<file path="src/rtl/metronome_core_if.sv">
// Handshake bundle between the metronome tempo engine and its controls/display drivers.
// The BCD display outputs exist only when METRO_BCD_EN is defined.
interface metronome_core_if #(
  parameter int BPM_W  = 9,
  parameter int BEAT_W = 4
);
  logic              enable;
  logic              bpm_up;
  logic              bpm_down;
  logic [BEAT_W-1:0] beats_per_bar;
  logic              beat;
  logic              accent;
  logic              led;
  logic [BPM_W-1:0]  bpm;
  logic [BEAT_W-1:0] beat_idx;
`ifdef METRO_BCD_EN
  logic [11:0]       bpm_bcd;
  logic              bcd_valid;

  modport master (output enable, bpm_up, bpm_down, beats_per_bar,
                  input  beat, accent, led, bpm, beat_idx, bpm_bcd, bcd_valid);
  modport slave  (input  enable, bpm_up, bpm_down, beats_per_bar,
                  output beat, accent, led, bpm, beat_idx, bpm_bcd, bcd_valid);
`else
  modport master (output enable, bpm_up, bpm_down, beats_per_bar,
                  input  beat, accent, led, bpm, beat_idx);
  modport slave  (input  enable, bpm_up, bpm_down, beats_per_bar,
                  output beat, accent, led, bpm, beat_idx);
`endif
endinterface

</file>
<file path="src/rtl/metronome_core.sv">
// Phase-accumulator tempo engine: beat/accent strobes, stretched LED pulse, measure position.
// Define METRO_BCD_EN to add a sequential double-dabble bpm -> 3-digit BCD converter.
module metronome_core #(
  parameter int CLK_HZ      = 50_000_000,
  parameter int BPM_W       = 9,
  parameter int BPM_MIN     = 30,
  parameter int BPM_MAX     = 300,
  parameter int BPM_DEFAULT = 120,
  parameter int BPM_STEP    = 1,
  parameter int BEAT_W      = 4,
  parameter int PULSE_CYC   = 5_000_000
) (
  input logic               CLOCK_50,
  input logic               RESET,
  metronome_core_if.slave   bus
);
  localparam logic [63:0]       PERIOD   = 64'(60) * 64'(CLK_HZ);
  localparam int                ACC_W    = $clog2(PERIOD + 64'(BPM_MAX));
  localparam logic [ACC_W-1:0]  PERIOD_A = ACC_W'(PERIOD);
  localparam int                PC_W     = $clog2(PULSE_CYC + 1);
  localparam int                BX_W     = BPM_W + 1;
  localparam logic [BX_W-1:0]   MAX_X    = BX_W'(BPM_MAX);
  localparam logic [BX_W-1:0]   MIN_X    = BX_W'(BPM_MIN);
  localparam logic [BX_W-1:0]   STEP_X   = BX_W'(BPM_STEP);

  typedef enum logic {ST_STOP, ST_RUN} state_t;

  state_t            state_q, state_d;
  logic              start;
  logic [ACC_W-1:0]  acc_q, sum;
  logic              tick;
  logic [BPM_W-1:0]  bpm_q, bpm_next;
  logic [BX_W-1:0]   bpm_x, bpm_inc;
  logic [BEAT_W-1:0] idx_q, idx_wrap;
  logic [BEAT_W:0]   idx_inc, bpb_eff;
  logic              beat_q, accent_q, led_q;
  logic [PC_W-1:0]   pcnt_q;

  // NOTE: registered state uses non-blocking (<=) so every flop samples pre-edge values.
  always_ff @(posedge CLOCK_50 or posedge RESET) begin
    if (RESET) state_q <= ST_STOP;
    else       state_q <= state_d;
  end

  // NOTE: every output of a combinational block gets a default first; a missed branch would infer a latch.
  always_comb begin
    state_d = state_q;
    start   = 1'b0;
    case (state_q)
      ST_STOP: if (bus.enable) begin
        state_d = ST_RUN;
        start   = 1'b1;
      end
      ST_RUN:  if (!bus.enable) state_d = ST_STOP;
      default: state_d = ST_STOP;
    endcase
  end

  always_comb begin
    sum      = acc_q + ACC_W'(bpm_q);
    tick     = (sum >= PERIOD_A);
    idx_inc  = {1'b0, idx_q} + 1'b1;
    bpb_eff  = (bus.beats_per_bar == '0) ? (BEAT_W+1)'(1) : {1'b0, bus.beats_per_bar};
    idx_wrap = (idx_inc >= bpb_eff) ? '0 : idx_inc[BEAT_W-1:0];
  end

  // Up and down in the same cycle cancel; both directions saturate at the tempo limits.
  always_comb begin
    bpm_x    = {1'b0, bpm_q};
    bpm_inc  = bpm_x + STEP_X;
    bpm_next = bpm_q;
    if (bus.bpm_up && !bus.bpm_down)
      bpm_next = (bpm_inc > MAX_X) ? BPM_W'(BPM_MAX) : bpm_inc[BPM_W-1:0];
    else if (bus.bpm_down && !bus.bpm_up)
      bpm_next = (bpm_x < MIN_X + STEP_X) ? BPM_W'(BPM_MIN) : bpm_q - BPM_W'(BPM_STEP);
  end

  always_ff @(posedge CLOCK_50 or posedge RESET) begin
    if (RESET) bpm_q <= BPM_W'(BPM_DEFAULT);
    else       bpm_q <= bpm_next;
  end

  // Accumulator keeps its phase across tempo changes; only stop/start clears it.
  always_ff @(posedge CLOCK_50 or posedge RESET) begin
    if (RESET) begin
      acc_q    <= '0;
      idx_q    <= '0;
      beat_q   <= 1'b0;
      accent_q <= 1'b0;
      led_q    <= 1'b0;
      pcnt_q   <= '0;
    end else if (!bus.enable) begin
      acc_q    <= '0;
      idx_q    <= '0;
      beat_q   <= 1'b0;
      accent_q <= 1'b0;
      led_q    <= 1'b0;
      pcnt_q   <= '0;
    end else if (start) begin
      acc_q    <= '0;
      idx_q    <= '0;
      beat_q   <= 1'b1;
      accent_q <= 1'b1;
      led_q    <= 1'b1;
      pcnt_q   <= PC_W'(PULSE_CYC);
    end else begin
      acc_q    <= tick ? (sum - PERIOD_A) : sum;
      beat_q   <= tick;
      accent_q <= tick && (idx_wrap == '0);
      if (tick) begin
        idx_q  <= idx_wrap;
        led_q  <= 1'b1;
        pcnt_q <= PC_W'(PULSE_CYC);
      end else if (pcnt_q > PC_W'(1)) begin
        pcnt_q <= pcnt_q - 1'b1;
      end else begin
        pcnt_q <= '0;
        led_q  <= 1'b0;
      end
    end
  end

  assign bus.beat     = beat_q;
  assign bus.accent   = accent_q;
  assign bus.led      = led_q;
  assign bus.bpm      = bpm_q;
  assign bus.beat_idx = idx_q;

`ifdef METRO_BCD_EN
  localparam int SC_W = $clog2(BPM_W + 1);

  function automatic logic [11:0] to_bcd(input int v);
    return {4'(v / 100 % 10), 4'(v / 10 % 10), 4'(v % 10)};
  endfunction

  localparam logic [11:0] BCD_DEF = to_bcd(BPM_DEFAULT);

  logic [11:0]         bcd_q, work_q, adj;
  logic [BPM_W-1:0]    bin_q;
  logic [SC_W-1:0]     sh_cnt_q;
  logic                busy_q, valid_q;
  logic [12+BPM_W-1:0] shifted;

  // Add-3 on any digit >= 5 before each shift keeps the digits decimal.
  always_comb begin
    adj = work_q;
    for (int d = 0; d < 3; d++)
      if (work_q[4*d +: 4] >= 4'd5) adj[4*d +: 4] = work_q[4*d +: 4] + 4'd3;
    shifted = {adj, bin_q} << 1;
  end

  always_ff @(posedge CLOCK_50 or posedge RESET) begin
    if (RESET) begin
      bcd_q    <= BCD_DEF;
      valid_q  <= 1'b1;
      busy_q   <= 1'b0;
      sh_cnt_q <= '0;
      bin_q    <= '0;
      work_q   <= '0;
    end else if (bpm_next != bpm_q) begin
      bin_q    <= bpm_next;
      work_q   <= '0;
      sh_cnt_q <= SC_W'(BPM_W);
      busy_q   <= 1'b1;
      valid_q  <= 1'b0;
    end else if (busy_q) begin
      if (sh_cnt_q != '0) begin
        work_q   <= shifted[12+BPM_W-1:BPM_W];
        bin_q    <= shifted[BPM_W-1:0];
        sh_cnt_q <= sh_cnt_q - 1'b1;
      end else begin
        bcd_q   <= work_q;
        valid_q <= 1'b1;
        busy_q  <= 1'b0;
      end
    end
  end

  assign bus.bpm_bcd   = bcd_q;
  assign bus.bcd_valid = valid_q;
`endif

endmodule
</file>
<file path="src/flat_wrapper.sv">
// flat-port wrapper written by rule: the top's interface ports become plain ports
module metronome_core_flat 
#(
  parameter int CLK_HZ      = 50_000_000,
  parameter int BPM_W       = 9,
  parameter int BPM_MIN     = 30,
  parameter int BPM_MAX     = 300,
  parameter int BPM_DEFAULT = 120,
  parameter int BPM_STEP    = 1,
  parameter int BEAT_W      = 4,
  parameter int PULSE_CYC   = 5_000_000
)
  (CLOCK_50, RESET, bus_enable, bus_bpm_up, bus_bpm_down, bus_beats_per_bar, bus_beat, bus_accent, bus_led, bus_bpm, bus_beat_idx);
  metronome_core_if #(.BPM_W(BPM_W), .BEAT_W(BEAT_W)) bus_i ();
  input logic CLOCK_50;
  input logic RESET;
  input wire logic [$bits(bus_i.enable)-1:0] bus_enable;
  input wire logic [$bits(bus_i.bpm_up)-1:0] bus_bpm_up;
  input wire logic [$bits(bus_i.bpm_down)-1:0] bus_bpm_down;
  input wire logic [$bits(bus_i.beats_per_bar)-1:0] bus_beats_per_bar;
  output wire logic [$bits(bus_i.beat)-1:0] bus_beat;
  output wire logic [$bits(bus_i.accent)-1:0] bus_accent;
  output wire logic [$bits(bus_i.led)-1:0] bus_led;
  output wire logic [$bits(bus_i.bpm)-1:0] bus_bpm;
  output wire logic [$bits(bus_i.beat_idx)-1:0] bus_beat_idx;
  assign bus_i.enable = bus_enable;
  assign bus_i.bpm_up = bus_bpm_up;
  assign bus_i.bpm_down = bus_bpm_down;
  assign bus_i.beats_per_bar = bus_beats_per_bar;
  assign bus_beat = bus_i.beat;
  assign bus_accent = bus_i.accent;
  assign bus_led = bus_i.led;
  assign bus_bpm = bus_i.bpm;
  assign bus_beat_idx = bus_i.beat_idx;
  metronome_core #(.CLK_HZ(CLK_HZ), .BPM_W(BPM_W), .BPM_MIN(BPM_MIN), .BPM_MAX(BPM_MAX), .BPM_DEFAULT(BPM_DEFAULT), .BPM_STEP(BPM_STEP), .BEAT_W(BEAT_W), .PULSE_CYC(PULSE_CYC)) u_core (.CLOCK_50(CLOCK_50), .RESET(RESET), .bus(bus_i));
endmodule
</file>
<file path="config.mk">
export PLATFORM = sky130hd
export DESIGN_NAME = metronome_core_flat
export DESIGN_NICKNAME = d
export VERILOG_FILES = /design/src/rtl/metronome_core_if.sv /design/src/rtl/metronome_core.sv /design/src/flat_wrapper.sv
export SDC_FILE = /design/constraint.sdc
export NUM_CORES = 1
export LEC_CHECK = 0
export ABC_AREA = 1
export BUFFER_PORTS_ARGS = -buffer_cell sky130_fd_sc_hd__buf_2
export CAP_MARGIN = 20
export CORE_ASPECT_RATIO = 0.6
export CORE_MARGIN = 4
export CORE_UTILIZATION = 40
export CTS_BUF_LIST = sky130_fd_sc_hd__clkbuf_8
export CTS_CLUSTER_DIAMETER = 40
export DETAILED_ROUTE_END_ITERATION = 10
export PLACE_DENSITY_LB_ADDON = 0.08
export SLEW_MARGIN = 20
export SYNTH_ARGS = -nofsm -noshare
export SYNTH_HDL_FRONTEND = slang
export SYNTH_SLANG_ARGS = --single-unit
</file>
<file path="constraint.sdc">
create_clock -name CLOCK_50 -period 2.9 [get_ports CLOCK_50]
set_input_delay 0.58 -clock CLOCK_50 [delete_from_list [all_inputs] [get_ports CLOCK_50]]
set_output_delay 0.58 -clock CLOCK_50 [all_outputs]
set_load 0.1 [all_outputs]
</file>
# == Word level (Yosys, flattened, before mapping) ==
# Cells that the tools add are included.
# op_classes
addsub,6
n_lt_le_gt_ge,5
n_eq_ne,2
muxes,26
n_reduce_logical,8
# ops
op,n
32-bit 2-to-1 mux,3
23-bit 2-to-1 mux,4
9-bit 2-to-1 mux,4
32-bit by 9-bit adder with 32-bit output,1
"32-bit >= comparator, second input constant",1
"32-bit subtractor, second input constant",1
"23-bit by 1-bit > comparator with 1-bit output, second input constant",1
"23-bit by 1-bit subtractor with 23-bit output, second input constant",1
4-bit 2-to-1 mux,5
"9-bit by 1-bit adder with 10-bit output, second input constant",1
"10-bit by 9-bit > comparator with 1-bit output, second input constant",1
1-bit 2-to-1 mux,10
"9-bit by 5-bit less-than comparator with 1-bit output, second input constant",1
"9-bit by 1-bit subtractor with 9-bit output, second input constant",1
4-bit zero test,2
"4-bit by 1-bit adder with 5-bit output, second input constant",1
5-bit >= comparator,1
"4-bit by 2-bit != test with 1-bit output, second input constant",1
1-bit logical AND,3
"3-bit by 1-bit != test with 1-bit output, second input constant",1
1-bit zero test,2
2-bit nonzero test,1
# totals
reg_bits,72
in_bits,9
elab_cells,55

# == Longest topological paths before layout ==
# depth
depth_word,8
ltp_mapped,23
ltp_nobuf,23

# == Worst setup path before layout ==
# Ideal clock, no wire load.
# synth_timing
path_type,register to register
from,"register u_core.bpm_q[0], in the netlist u_core.bus.bpm[0]"
to,register u_core.acc_q[28]
arrival_time_ps,3301
required_ps,2781
slack_ps,-520
stages_incl_launch_ff,20
n_path_buf,1
synth_period_minus_slack_ps,3420
path_cell_list,dfrtp_1 -> ha_1 -> fa_1 -> nand3_1 -> nand3_1 -> nand2_1 -> nand2_2 -> nand2_1 -> nand2_1 -> nand2_1 -> nand2_1 -> nor2_2 -> nand2_2 -> nor2_1 -> nand3_2 -> nand3_4 -> buf_6 -> nand3_1 -> nand2_1 -> nor2_1
# synth_via
elab_chain_cells,5
elab_cells_between_ends,6
cone_classes,add/sub (2); order compare (1); mux (3)
# synth_lines
element,line_no,rtl
from (decl),metronome_core.sv:32,"logic [BPM_W-1:0] bpm_q, bpm_next;"
from (signal assigned),metronome_core.sv:79,if (RESET) bpm_q <= BPM_W'(BPM_DEFAULT);
from (signal assigned),metronome_core.sv:80,else bpm_q <= bpm_next;
32-bit by 9-bit adder with 32-bit output (*),metronome_core.sv:60,sum = acc_q + ACC_W'(bpm_q);
32-bit subtractor / 32-bit >= comparator (equally long branches),"metronome_core.sv:107, metronome_core.sv:61",
32-bit 2-to-1 mux (*),metronome_core.sv:107,acc_q <= tick ? (sum - PERIOD_A) : sum;
32-bit 2-to-1 mux (*),metronome_core.sv:99,end else if (start) begin
32-bit 2-to-1 mux (*),metronome_core.sv:92,end else if (!bus.enable) begin
to (signal assigned),metronome_core.sv:107,
to (decl),metronome_core.sv:30,"logic [ACC_W-1:0] acc_q, sum;"
# Every way passes the cells marked *; elsewhere a longest branch is shown, timed or not.
# A chain may end at the register's enable or synchronous reset.

# == Final worst setup path ==
# layout_timing
from,"register u_core.bpm_q[0], in the netlist u_core.bus.bpm[0]"
to,register u_core.acc_q[11]
# Same word-level chain as after synthesis.

==> summary.txt <==
Outcome
  • Status: finished with violations
  • Violated checks: negative setup slack

Drt
  • Routed vias/inst: 5.09
  • Vias: 6,261
  • Drt first pass iters: 5
  • Final WL: 20,000 um
  • 1st-iter DRT viols: 643
  • Remaining antenna violation count: 0
  • Per-cell routed wire length: 16.2 um
  • Drt drc: 0

Min path
  • Hold WC Path Type: in -> async

STA
  • Slew HR: 55.9%
  • Setup violators final: 36
  • Worst Skew: 0.0224 ns
  • RSZ-0062 raised after global routing: true
  • Hold Fails Final Rpt: 0
  • Worst-Margin Slew: 0.662 ns
  • Min cycle time layout: 3.00 ns
  • Part of the cycle the worst path needs: 104%
  • Final worst slack: -0.105 ns
  • Slew Viols, Final: 0
  • Max Clock Freq: 0.333 GHz
  • Hold_ws: 0.261 ns

Clock tree
  • Clock root buffer: clkbuf_8
  • CTS hold repair buffers: 0
  • Clock transition at path regs: 0.10 ns
  • CTS tree: yes
  • CTS sink count: 72
  • Total CTS buffers: 9
  • CTS H-Tree Depth: 3
  • Clk Latency, worst-skew pair: 0.38 ns
  • CTS Buffer Depth: 2

Global routing
  • Gr ovfl total: 0
  • Initial antenna violation count: 0
  • GR Util All Layers: 22.9%
  • Pin count of the biggest net entering global routing: 36
  • Global-route wire length before repair: 29,400 um
  • Number of global-route vias before repair: 5,272

Finish
  • Layout area overhead: 34.3%
  • Ant. Diodes: 0
  • NumNets Final: 1,058
  • Leading cell type in the layout, fill and taps excluded: nand2_1
  • Ratio of cells with drive above 1 in the final layout: 32.8%
  • Filler instances: 1,402
  • Post-route insts no fill: 1,230
  • Most frequent cells in the layout: nand2_1, inv_1, nor2_1

Synthesis
  • Mapped Area: 0.00593 mm^2
  • Mapped Nets: 927
  • Count of cell types in the netlist: 49
  • Mean Syn Cell Area: 6.62 um^2
  • Most used DFF post-synth: dfrtp_1
  • EDFF count, synth: 0
  • Post-Synthesis Cells: 896
  • Post-synthesis sequential area ratio: 30.5%
  • Synthesized flop and latch total: 72
  • Ys async rst share: 100%
  • Synth warnings: 0

Critical path
  • Maximum fanout along the worst path: 6
  • Worst setup SP type: register
  • CP Data Required Time: 3.18 ns
  • CP Class: reg -> reg
  • Critical path arrival: 3.29 ns
  • CP Capture Type: register
  • FF-to-FF End: u_core.acc_q[11]
  • Reg2Reg Depth: 19
  • Worst R2R Start: u_core.bus.bpm[0]
  • Reg2reg setup slack: -0.10 ns
  • Max stage delay on crit path: 0.44 ns
  • Crit-path slowest cell: dfrtp_2
  • Critical path, cell by cell: ha_4 > fa_2 > nand2_1 > nand2_1 > nand3_2 > nand2_4 > nand2_4 > nand2_8 > nand3_4 > nand2_4 > nor2_4 > nand2_2 > a21oi_4 > nand3_4 > clkbuf_16 > nand2_2 > nand3_1 > nand2_1 > inv_1

Die
  • Total die area: 0.0169 mm^2
  • Width of the chip: 165 um
  • Io pins: 25
  • Initial Util: 40.9%
  • Die height: 102 um
  • Row Count: 34
  • Core footprint: 0.0145 mm^2

Run
  • Max cap viols: 0

Place
  • Post-Place Cells: 1,186
  • Routability congestion estimate from global placement: 0.960
  • Detailed Place HPWL: 14,800 um
  • IO Port Bufs: 24

Power
  • P_leak: 3.96 nW
  • Max VDD drop: 542 uV
  • Pwr/cell area: 606 mW/mm^2
  • Tot Pwr: 4.83 mW
[logic make-up (layout without fill, tap and decap cells)]
family | Yosys count | after routing | share of synthesized area [%]
buf+inv | 150 | 283 | 10.3
simple gates | 534 | 536 | 40.8
flops | 72 | 72 | 30.5
compound gates | 85 | 86 | 8.84
xor+xnor | 33 | 33 | 4.87
fa+ha+maj | 22 | 22 | 4.77
[routing by layer]
metal / global-route usage (%) / up-vias / wire [um]
met2: 24.4 / 263 / 6810
met1: 41.7 / 2854 / 11000
met3: 5.88 / 14 / 2030
li1: - / 3130 / -
met5: 0 / - / 0
met4: 4.15 / 0 / 148
[Yosys cell counts, types with 12 or more instances]
cell / instances / area (um^2)
nor3_1: 13 / 65.1
xnor2_1: 12 / 105
a21oi_1: 33 / 165
dfrtp_1: 68 / 1700
nand2_2: 21 / 131
xor2_1: 21 / 184
o21ai_0: 20 / 100
nor2_2: 20 / 125
nand4_1: 16 / 100
inv_1: 133 / 499
nand3_1: 85 / 425
nor2_1: 116 / 435
nand2_1: 239 / 897
ha_1: 21 / 263
[report_power, final]
group | total (mW) | leakage [nW] | internal [mW] | switching [mW]
clock | 0.829 | 0.0966 | 0.338 | 0.492
combinational | 2.69 | 2.92 | 1.01 | 1.68
sequential | 1.31 | 0.945 | 1.17 | 0.145
total | 4.83 | 3.96 | 2.52 | 2.31
[area by class of cell]
cell class,count,area [um^2],area share [%]
multi-input combinational,677,4150,52.1
tap,198,248,3.11
sequential,72,1830,23.0
inverter,138,527,6.61
clock buffer,9,124,1.56
clock inverter,7,67.6,0.848
timing repair buffer,129,1020,12.8
[state kept, by name (all words and copies together) (netlist names)]
register             flops
u_core.acc_q            32
u_core.bus.led           1
u_core.bus.accent        1
u_core.bus.beat_idx      4
u_core.bus.beat          1
u_core.state_q           1
u_core.bus.bpm           9
u_core.pcnt_q           23
[repair_timing]
| item | in CTS | in global routing |
|---|---|---|
| gates cloned | 0 | 9 |
| resized for setup | 11 | 128 |
| setup buffers | 2 | 17 |
| pin swaps | 4 | 45 |
| endpoints found under the setup margin | 25 | 53 |
[worst max-delay path by stage]
stage | from | end | cells past startpoint
6_report | u_core.bus.bpm[0] | u_core.acc_q[11] | 19
5_1_grt | u_core.bus.bpm[6] | u_core.acc_q[21] | 18
4_1_cts | u_core.bus.bpm[6] | u_core.acc_q[18] | 19
3_5_place_dp | u_core.bus.bpm[4] | u_core.acc_q[31] | 20
3_3_place_gp | u_core.bus.bpm[6] | u_core.acc_q[31] | 18
2_1_floorplan | u_core.bus.bpm[0] | u_core.acc_q[28] | 19
[worst max-delay path: cells and delay by family (launching register included)]
| kind | cells | cell delay (ns) |
|---|---|---|
| DFF | 1 | 0.44 |
| and+or+nand+nor | 14 | 1.33 |
| AOI/OAI and AO/OA | 1 | 0.25 |
| buffers and inverters | 2 | 0.28 |
| adders and majority gates | 2 | 0.59 |
[stage by stage]
| stage | cell area [um^2] | TNS (ns) | worst slack [ns] | utilization, % |
|---|---|---|---|---|
| final | 7960 | -1.94 | -0.105 | 54.9 |
| after global routing | 7960 | -9.31 | -0.256 | 54.9 |
| after CTS | 7220 | -0.0632 | -0.0279 | 49.8 |
| after detailed placement | 6990 | -1.28 | -0.126 | 48.2 |
| after global placement | 6990 | -0.594 | -0.126 | 48.2 |
| after floorplan | 6090 | -0.00162 | -0.00162 | - |
Note: power is estimated with default switching activity, not from simulation.
